$ cat src/rtl/fetch_pkg.sv
// fetch_pkg
//   Shared definitions for the instruction fetch stage: FSM state encoding
//   and the instruction value presented before anything has been fetched.
package fetch_pkg;

    typedef enum logic [1:0] {
        BOOT   = 2'd0,
        FETCH  = 2'd1,
        HALTED = 2'd2
    } fetch_state_t;

    localparam logic [31:0] NOP_INSTR = 32'h0;

endpackage

$ cat src/rtl/fetch_buffer.sv
// fetch_buffer
//   DEPTH-entry FIFO of {pc, instr} fetched words. Push and pop in the same
//   cycle are legal at any occupancy, including full. Flush empties the FIFO
//   and discards that cycle's push and pop.
//   Ports: clk, reset (async, active-high)
//          push, push_pc, push_instr : write side
//          pop                       : remove head
//          flush                     : drop all entries
//          full, empty               : occupancy flags
//          head_pc, head_instr       : head entry, or last head when empty
module fetch_buffer
    import fetch_pkg::*;
#(
    parameter int ADDR_W = 32,
    parameter int DEPTH  = 2
) (
    input  logic              clk,
    input  logic              reset,
    input  logic              push,
    input  logic [ADDR_W-1:0] push_pc,
    input  logic [31:0]       push_instr,
    input  logic              pop,
    input  logic              flush,
    output logic              full,
    output logic              empty,
    output logic [ADDR_W-1:0] head_pc,
    output logic [31:0]       head_instr
);

    localparam int PTR_W = $clog2(DEPTH);

    logic [PTR_W-1:0]  wr_ptr, rd_ptr;
    logic [PTR_W:0]    count;
    logic [ADDR_W-1:0] pc_mem    [DEPTH];
    logic [31:0]       instr_mem [DEPTH];
    logic [ADDR_W-1:0] hold_pc;
    logic [31:0]       hold_instr;
    logic              pop_ok, push_ok;

    assign full   = (count == (PTR_W+1)'(DEPTH));
    assign empty  = (count == '0);
    assign pop_ok  = pop && !empty && !flush;
    // A pop frees the slot this cycle, so a full buffer can still accept.
    assign push_ok = push && !flush && (!full || pop_ok);

    // Empty buffer shows the last head seen rather than stale storage.
    assign head_pc    = empty ? hold_pc    : pc_mem[rd_ptr];
    assign head_instr = empty ? hold_instr : instr_mem[rd_ptr];

    always_ff @(posedge clk) begin
        if (push_ok) begin
            pc_mem[wr_ptr]    <= push_pc;
            instr_mem[wr_ptr] <= push_instr;
        end
    end

    always_ff @(posedge clk or posedge reset) begin
        if (reset) begin
            wr_ptr     <= '0;
            rd_ptr     <= '0;
            count      <= '0;
            hold_pc    <= '0;
            hold_instr <= NOP_INSTR;
        end else begin
            if (!empty) begin
                hold_pc    <= pc_mem[rd_ptr];
                hold_instr <= instr_mem[rd_ptr];
            end
            if (flush) begin
                wr_ptr <= '0;
                rd_ptr <= '0;
                count  <= '0;
            end else begin
                if (push_ok) wr_ptr <= wr_ptr + PTR_W'(1);
                if (pop_ok)  rd_ptr <= rd_ptr + PTR_W'(1);
                case ({push_ok, pop_ok})
                    2'b10:   count <= count + (PTR_W+1)'(1);
                    2'b01:   count <= count - (PTR_W+1)'(1);
                    default: count <= count;
                endcase
            end
        end
    end

endmodule

$ cat src/rtl/instruction_fetch_unit.sv
// instruction_fetch_unit
//   PC register and fetch FSM in front of the instruction ROM. Fetched words
//   are queued with their PC in a prefetch buffer and handed downstream with
//   valid/ready. Redirects flush the buffer and reload the PC; fetching stops
//   once the PC leaves the loaded program.
//   Ports: clk, reset (async, active-high)
//          imem_addr/imem_data       : ROM word address and same-cycle data
//          out_valid/out_ready       : downstream handshake
//          out_instr/out_pc          : head instruction and its PC
//          redirect_valid/redirect_pc: branch/jump target
//          halted                    : FSM is in HALTED
module instruction_fetch_unit
    import fetch_pkg::*;
#(
    parameter int ADDR_W    = 32,
    parameter int PROG_LEN  = 32,
    parameter int RESET_PC  = 0,
    parameter int BUF_DEPTH = 2
) (
    input  logic              clk,
    input  logic              reset,
    output logic [ADDR_W-1:0] imem_addr,
    input  logic [31:0]       imem_data,
    output logic              out_valid,
    input  logic              out_ready,
    output logic [31:0]       out_instr,
    output logic [ADDR_W-1:0] out_pc,
    input  logic              redirect_valid,
    input  logic [ADDR_W-1:0] redirect_pc,
    output logic              halted
);

    localparam logic [ADDR_W-1:0] PC_END  = ADDR_W'(PROG_LEN);
    localparam logic [ADDR_W-1:0] PC_INIT = ADDR_W'(RESET_PC);

    fetch_state_t      state;
    logic [ADDR_W-1:0] pc;
    logic              in_prog, buf_full, buf_empty, pop, fetch_en;

    assign imem_addr = pc;
    assign in_prog   = (pc < PC_END);
    assign out_valid = !buf_empty;
    // Redirect discards both this cycle's pop and fetch.
    assign pop       = out_valid && out_ready && !redirect_valid;
    assign fetch_en  = (state == FETCH) && in_prog && !redirect_valid &&
                       (!buf_full || pop);

    fetch_buffer #(
        .ADDR_W (ADDR_W),
        .DEPTH  (BUF_DEPTH)
    ) u_buf (
        .clk        (clk),
        .reset      (reset),
        .push       (fetch_en),
        .push_pc    (pc),
        .push_instr (imem_data),
        .pop        (pop),
        .flush      (redirect_valid),
        .full       (buf_full),
        .empty      (buf_empty),
        .head_pc    (out_pc),
        .head_instr (out_instr)
    );

    always_ff @(posedge clk or posedge reset) begin
        if (reset) begin
            state  <= BOOT;
            pc     <= PC_INIT;
            halted <= 1'b0;
        end else begin
            case (state)
                BOOT: begin
                    state  <= FETCH;
                    halted <= 1'b0;
                    if (redirect_valid) pc <= redirect_pc;
                end
                FETCH: begin
                    // An out-of-range redirect target halts on the next cycle.
                    if (redirect_valid) begin
                        pc <= redirect_pc;
                    end else if (!in_prog) begin
                        state  <= HALTED;
                        halted <= 1'b1;
                    end else if (fetch_en) begin
                        pc <= pc + ADDR_W'(1);
                    end
                end
                HALTED: begin
                    if (redirect_valid) begin
                        pc <= redirect_pc;
                        if (redirect_pc < PC_END) begin
                            state  <= FETCH;
                            halted <= 1'b0;
                        end
                    end
                end
                default: begin
                    state  <= BOOT;
                    halted <= 1'b0;
                end
            endcase
        end
    end

endmodule

$ cat config.mk
export PLATFORM = sky130hd
export DESIGN_NAME = instruction_fetch_unit
export DESIGN_NICKNAME = d
export VERILOG_FILES = /design/src/rtl/fetch_pkg.sv /design/src/rtl/fetch_buffer.sv /design/src/rtl/instruction_fetch_unit.sv
export SDC_FILE = /design/constraint.sdc
export NUM_CORES = 1
export LEC_CHECK = 0
export ABC_AREA = 1
export BUFFER_PORTS_ARGS = -buffer_cell sky130_fd_sc_hd__buf_2
export CORE_ASPECT_RATIO = 0.7
export CORE_MARGIN = 2
export CORE_UTILIZATION = 55
export CTS_CLUSTER_SIZE = 24
export DETAILED_ROUTE_END_ITERATION = 6
export GPL_TIMING_DRIVEN = 0
export PLACE_DENSITY = 0.83
export SETUP_SLACK_MARGIN = 0.05
export SYNTH_ARGS = -nofsm -noshare
export SYNTH_HDL_FRONTEND = slang
export SYNTH_SLANG_ARGS = --single-unit
export TNS_END_PERCENT = 30
$ cat constraint.sdc
create_clock -name clk -period 6.59 [get_ports clk]
set_input_delay 1.6475 -clock clk [delete_from_list [all_inputs] [get_ports clk]]
set_output_delay 1.6475 -clock clk [all_outputs]
set_load 0.05 [all_outputs]
==> flow_metrics.env <==
export IMPL_synth_top_flop_cell="edfxtp_1"
export IMPL_worstSetupEndpointType="output pin"
export IMPL_whs_ns=0.5310
export IMPL_route_antenna_remaining_nets=0
export IMPL_drv_cap=0
export IMPL_worstPathArrival_ns=2.70
export IMPL_comb_power_share_pct=10.8
export IMPL_ys_async_sr_fraction_pct=44.35
export IMPL_fill_cells=1292
export IMPL_clkTransAtPathRegs_ns=0.07
export IMPL_criticalPathCategory="flip-flop to output pin"
export IMPL_p_seq_share_pct=47.4
export IMPL_globalplace_congestion=0.9926
export IMPL_clock_root_buffer="clkbuf_16"
export IMPL_startpoint_type="flip-flop"
export IMPL_htree_levels=1
export IMPL_hpwl_um=17740
export IMPL_final_period_utilization_pct=65.96
export IMPL_synth_edf_count=128
export IMPL_drive_above_1_share_pct=21.61
export IMPL_min_path_type="flip-flop to flip-flop"
export IMPL_synthCells=918
export IMPL_wl_per_cell_um=18.85
export IMPL_ys_warnings_count=0
export IMPL_post_route_drc_count=0
export IMPL_cts_resized=0
export IMPL_finish_utilization_pct=68.24
export IMPL_synth_seq_cells=230
export IMPL_startpoint="u_buf.rd_ptr"
export IMPL_fp_row_count=40
export IMPL_grt_max_degree=53
export IMPL_syn_cell_area_um2=9513
export IMPL_hold_violations=0
export IMPL_synth_simple_area_share_pct=18.15
export IMPL_cts_sinks=230
export IMPL_clock_fmax_mhz=230.1
export IMPL_synth_top_family_by_area="simple AND/OR/NAND/NOR gates"
export IMPL_groute_usage_overall_pct=28.03
export IMPL_setup_viol=0
export IMPL_crit_required_ns=4.94
export IMPL_cts_tree="done"
export IMPL_core_area_um2=17070
export IMPL_worstMarginPinSlew_ns=0.8913
export IMPL_finClkSkew_ns=0.01264
export IMPL_antenna_found_initial=2
export IMPL_hold_path_depth=2
export IMPL_first_pass_iters=5
export IMPL_boundaryPins=166
export IMPL_r2r_setup_slack_ns=3.82
export IMPL_num_vias=7578
export IMPL_clkPwrFrac_pct=41.8
export IMPL_start_util_pct=55.74
export IMPL_internal_power_mw=2.549
export IMPL_power_density_nw_per_um2=296.6
export IMPL_rr_endpoint="u_buf.pc_mem[0][20]"
export IMPL_switching_share_pct=26.21
export IMPL_synthMuxAreaShare_pct=0.1052
export IMPL_post_synth_num_cell_types=42
export IMPL_die_y_um=114.0
export IMPL_grt_pass1_wl_um=39540
export IMPL_ctsHoldBuffers=0
export IMPL_p_switching_uw=905.4
export IMPL_crit_fanout=10
export IMPL_syn_num_nets=987
export IMPL_r2r_start="imem_addr[14]"
export IMPL_synth_compound_area_share_pct=10.38
export IMPL_postLayoutCellArea_um2=11650
export IMPL_grt_setup_unrepaired="no"
export IMPL_die_w_um=161.2
export IMPL_port_buffers=165
export IMPL_maxSlewViolCount=0
export IMPL_ys_seq_area_share_pct=67.24
export IMPL_numCtsBuffers=22
export IMPL_max_vdd_ir_drop_v=0.0002089
export IMPL_die_area_um2=18380
export IMPL_holdPathEnd="u_buf.hold_pc[18]"
export IMPL_period_needed_ns=4.347
export IMPL_min_from="u_buf.pc_mem[0][18]"
export IMPL_ctsLongestPathBuffers=3
export IMPL_synth_xor_xnor_area_share_pct=0.1841
export IMPL_drtIter0Drc=791
export IMPL_drt_wl_total_um=25650
export IMPL_final_nets=1182
export IMPL_insertion_delay_ns=0.51
export IMPL_cts_setup_buffers=0
export IMPL_relSlewSlack_pct=40.38
export IMPL_area_growth_pct=22.43
export IMPL_avgSynthCellArea_um2=10.36
export IMPL_viasPerCell=5.568
export IMPL_reg2reg_depth=9
export IMPL_post_dp_cell_area_um2=10800
export IMPL_synthAdderAreaFrac_pct=0.1315
export IMPL_grt_pass1_vias=7210
export IMPL_gr_total_overflow=0
export IMPL_p_leak_nw=5.256
export IMPL_status="finished, final reports clean"
==> registers in the layout (all words and copies together) (netlist names) <==
register	flops
u_buf.instr_mem	64
u_buf.pc_mem	64
imem_addr	32
u_buf.hold_instr	32
u_buf.hold_pc	32
u_buf.count	2
halted	1
state	1
u_buf.rd_ptr	1
u_buf.wr_ptr	1
==> synthesized netlist by cell type, types with 4 or more instances <==
| cell type | n | area share, % |
|---|---|---|
| nor3_1 | 19 | 1.0 |
| buf_1 | 9 | 0.36 |
| inv_1 | 47 | 1.9 |
| a22oi_1 | 4 | 0.32 |
| o21ai_1 | 7 | 0.37 |
| edfxtp_1 | 128 | 40 |
| nand2_1 | 199 | 7.9 |
| nor2_1 | 132 | 5.2 |
| or2_2 | 4 | 0.26 |
| nor2_2 | 4 | 0.26 |
| o21ai_0 | 15 | 0.79 |
| nand4_1 | 10 | 0.66 |
| a21oi_1 | 132 | 6.9 |
| dfrtp_1 | 102 | 27 |
| nand3_1 | 36 | 1.9 |
| clkbuf_1 | 21 | 0.83 |
| o211ai_1 | 12 | 0.95 |
==> cells in the final DEF (no fill, tap or decap), types with 18 or more instances in the layout <==
master,Yosys,final
nand3_1,36,36
inv_1,47,46
nor2_1,132,131
clkbuf_1,21,21
buf_2,3,168
nand2_1,199,199
clkbuf_16,0,24
a21oi_1,132,132
dfrtp_1,102,102
nor3_1,19,18
edfxtp_1,128,128
==> per-stage QoR <==
step	power (mW)	setup TNS, ns	setup WS (ns)	std cells
2_1_floorplan	1.895	0	1.284	918
3_3_place_gp	2.024	-39.29	-0.5040	1314
3_5_place_dp	2.033	0	2.818	1320
4_1_cts	3.464	0	2.263	1360
5_1_grt	3.561	0	2.121	1360
6_report	3.454	0	2.243	1361
==> how the worst max path moves through the flow <==
| stage | endpoint | slack, ns |
|---|---|---|
| 3_5_place_dp | u_buf.pc_mem[0][20] | 2.82 |
| 2_1_floorplan | u_buf.instr_mem[1][0] | 1.28 |
| 5_1_grt | out_pc[21] | 2.12 |
| 3_3_place_gp | u_buf.pc_mem[1][9] | -0.50 |
| 4_1_cts | out_pc[15] | 2.26 |
| 6_report | out_pc[15] | 2.24 |
==> cells by family after synthesis <==
logic type      Yosys count
buf+inv                  88
fa+ha+maj                 1
xor+xnor                  2
flops                   230
simple gates            415
mux                       1
compound gates          181
==> layer usage <==
layer | track usage (%) | part of all wire (%) | vias to the layer above | wire [µm]
met5 | 0 | 0.051 | - | 13
met4 | 7.262 | 2.0 | 2 | 512
met3 | 4.582 | 8.7 | 47 | 2219
met2 | 42.32 | 44 | 364 | 11260
met1 | 42.94 | 45 | 3639 | 11640
li1 | - | - | 3526 | -
==> area by class of cell <==
class                           instances  area (µm²)  area share [%]
Clock buffer                           26       628.1           5.393
Multi-Input combinational cell        600        2773           23.81
Tap cell                              231       289.0           2.482
Timing Repair Buffer                  171       975.9           8.380
Buffer                                 37       168.9           1.450
Antenna cell                            1       2.502         0.02149
Inverter                               51       196.4           1.687
Sequential cell                       230        6396           54.92
Clock inverter                         14       216.5           1.859
==> critical path, cell delays in order, from the launching register on <==
cell	delay, ns
dfrtp_1	0.34
clkbuf_1	0.55
clkbuf_1	0.53
a21oi_1	0.17
a21oi_1	0.27
buf_2	0.32
==> power by group through the flow <==
stage / logic [mW] / clock network (mW) / registers, mW
after global placement: 0.360 / 0 / 1.66
final: 0.372 / 1.44 / 1.64
after global routing: 0.401 / 1.52 / 1.64
after floorplan: 0.148 / 0 / 1.75
after CTS: 0.369 / 1.46 / 1.64
after detailed placement: 0.367 / 0 / 1.67
(Power assumes the default switching activity.)
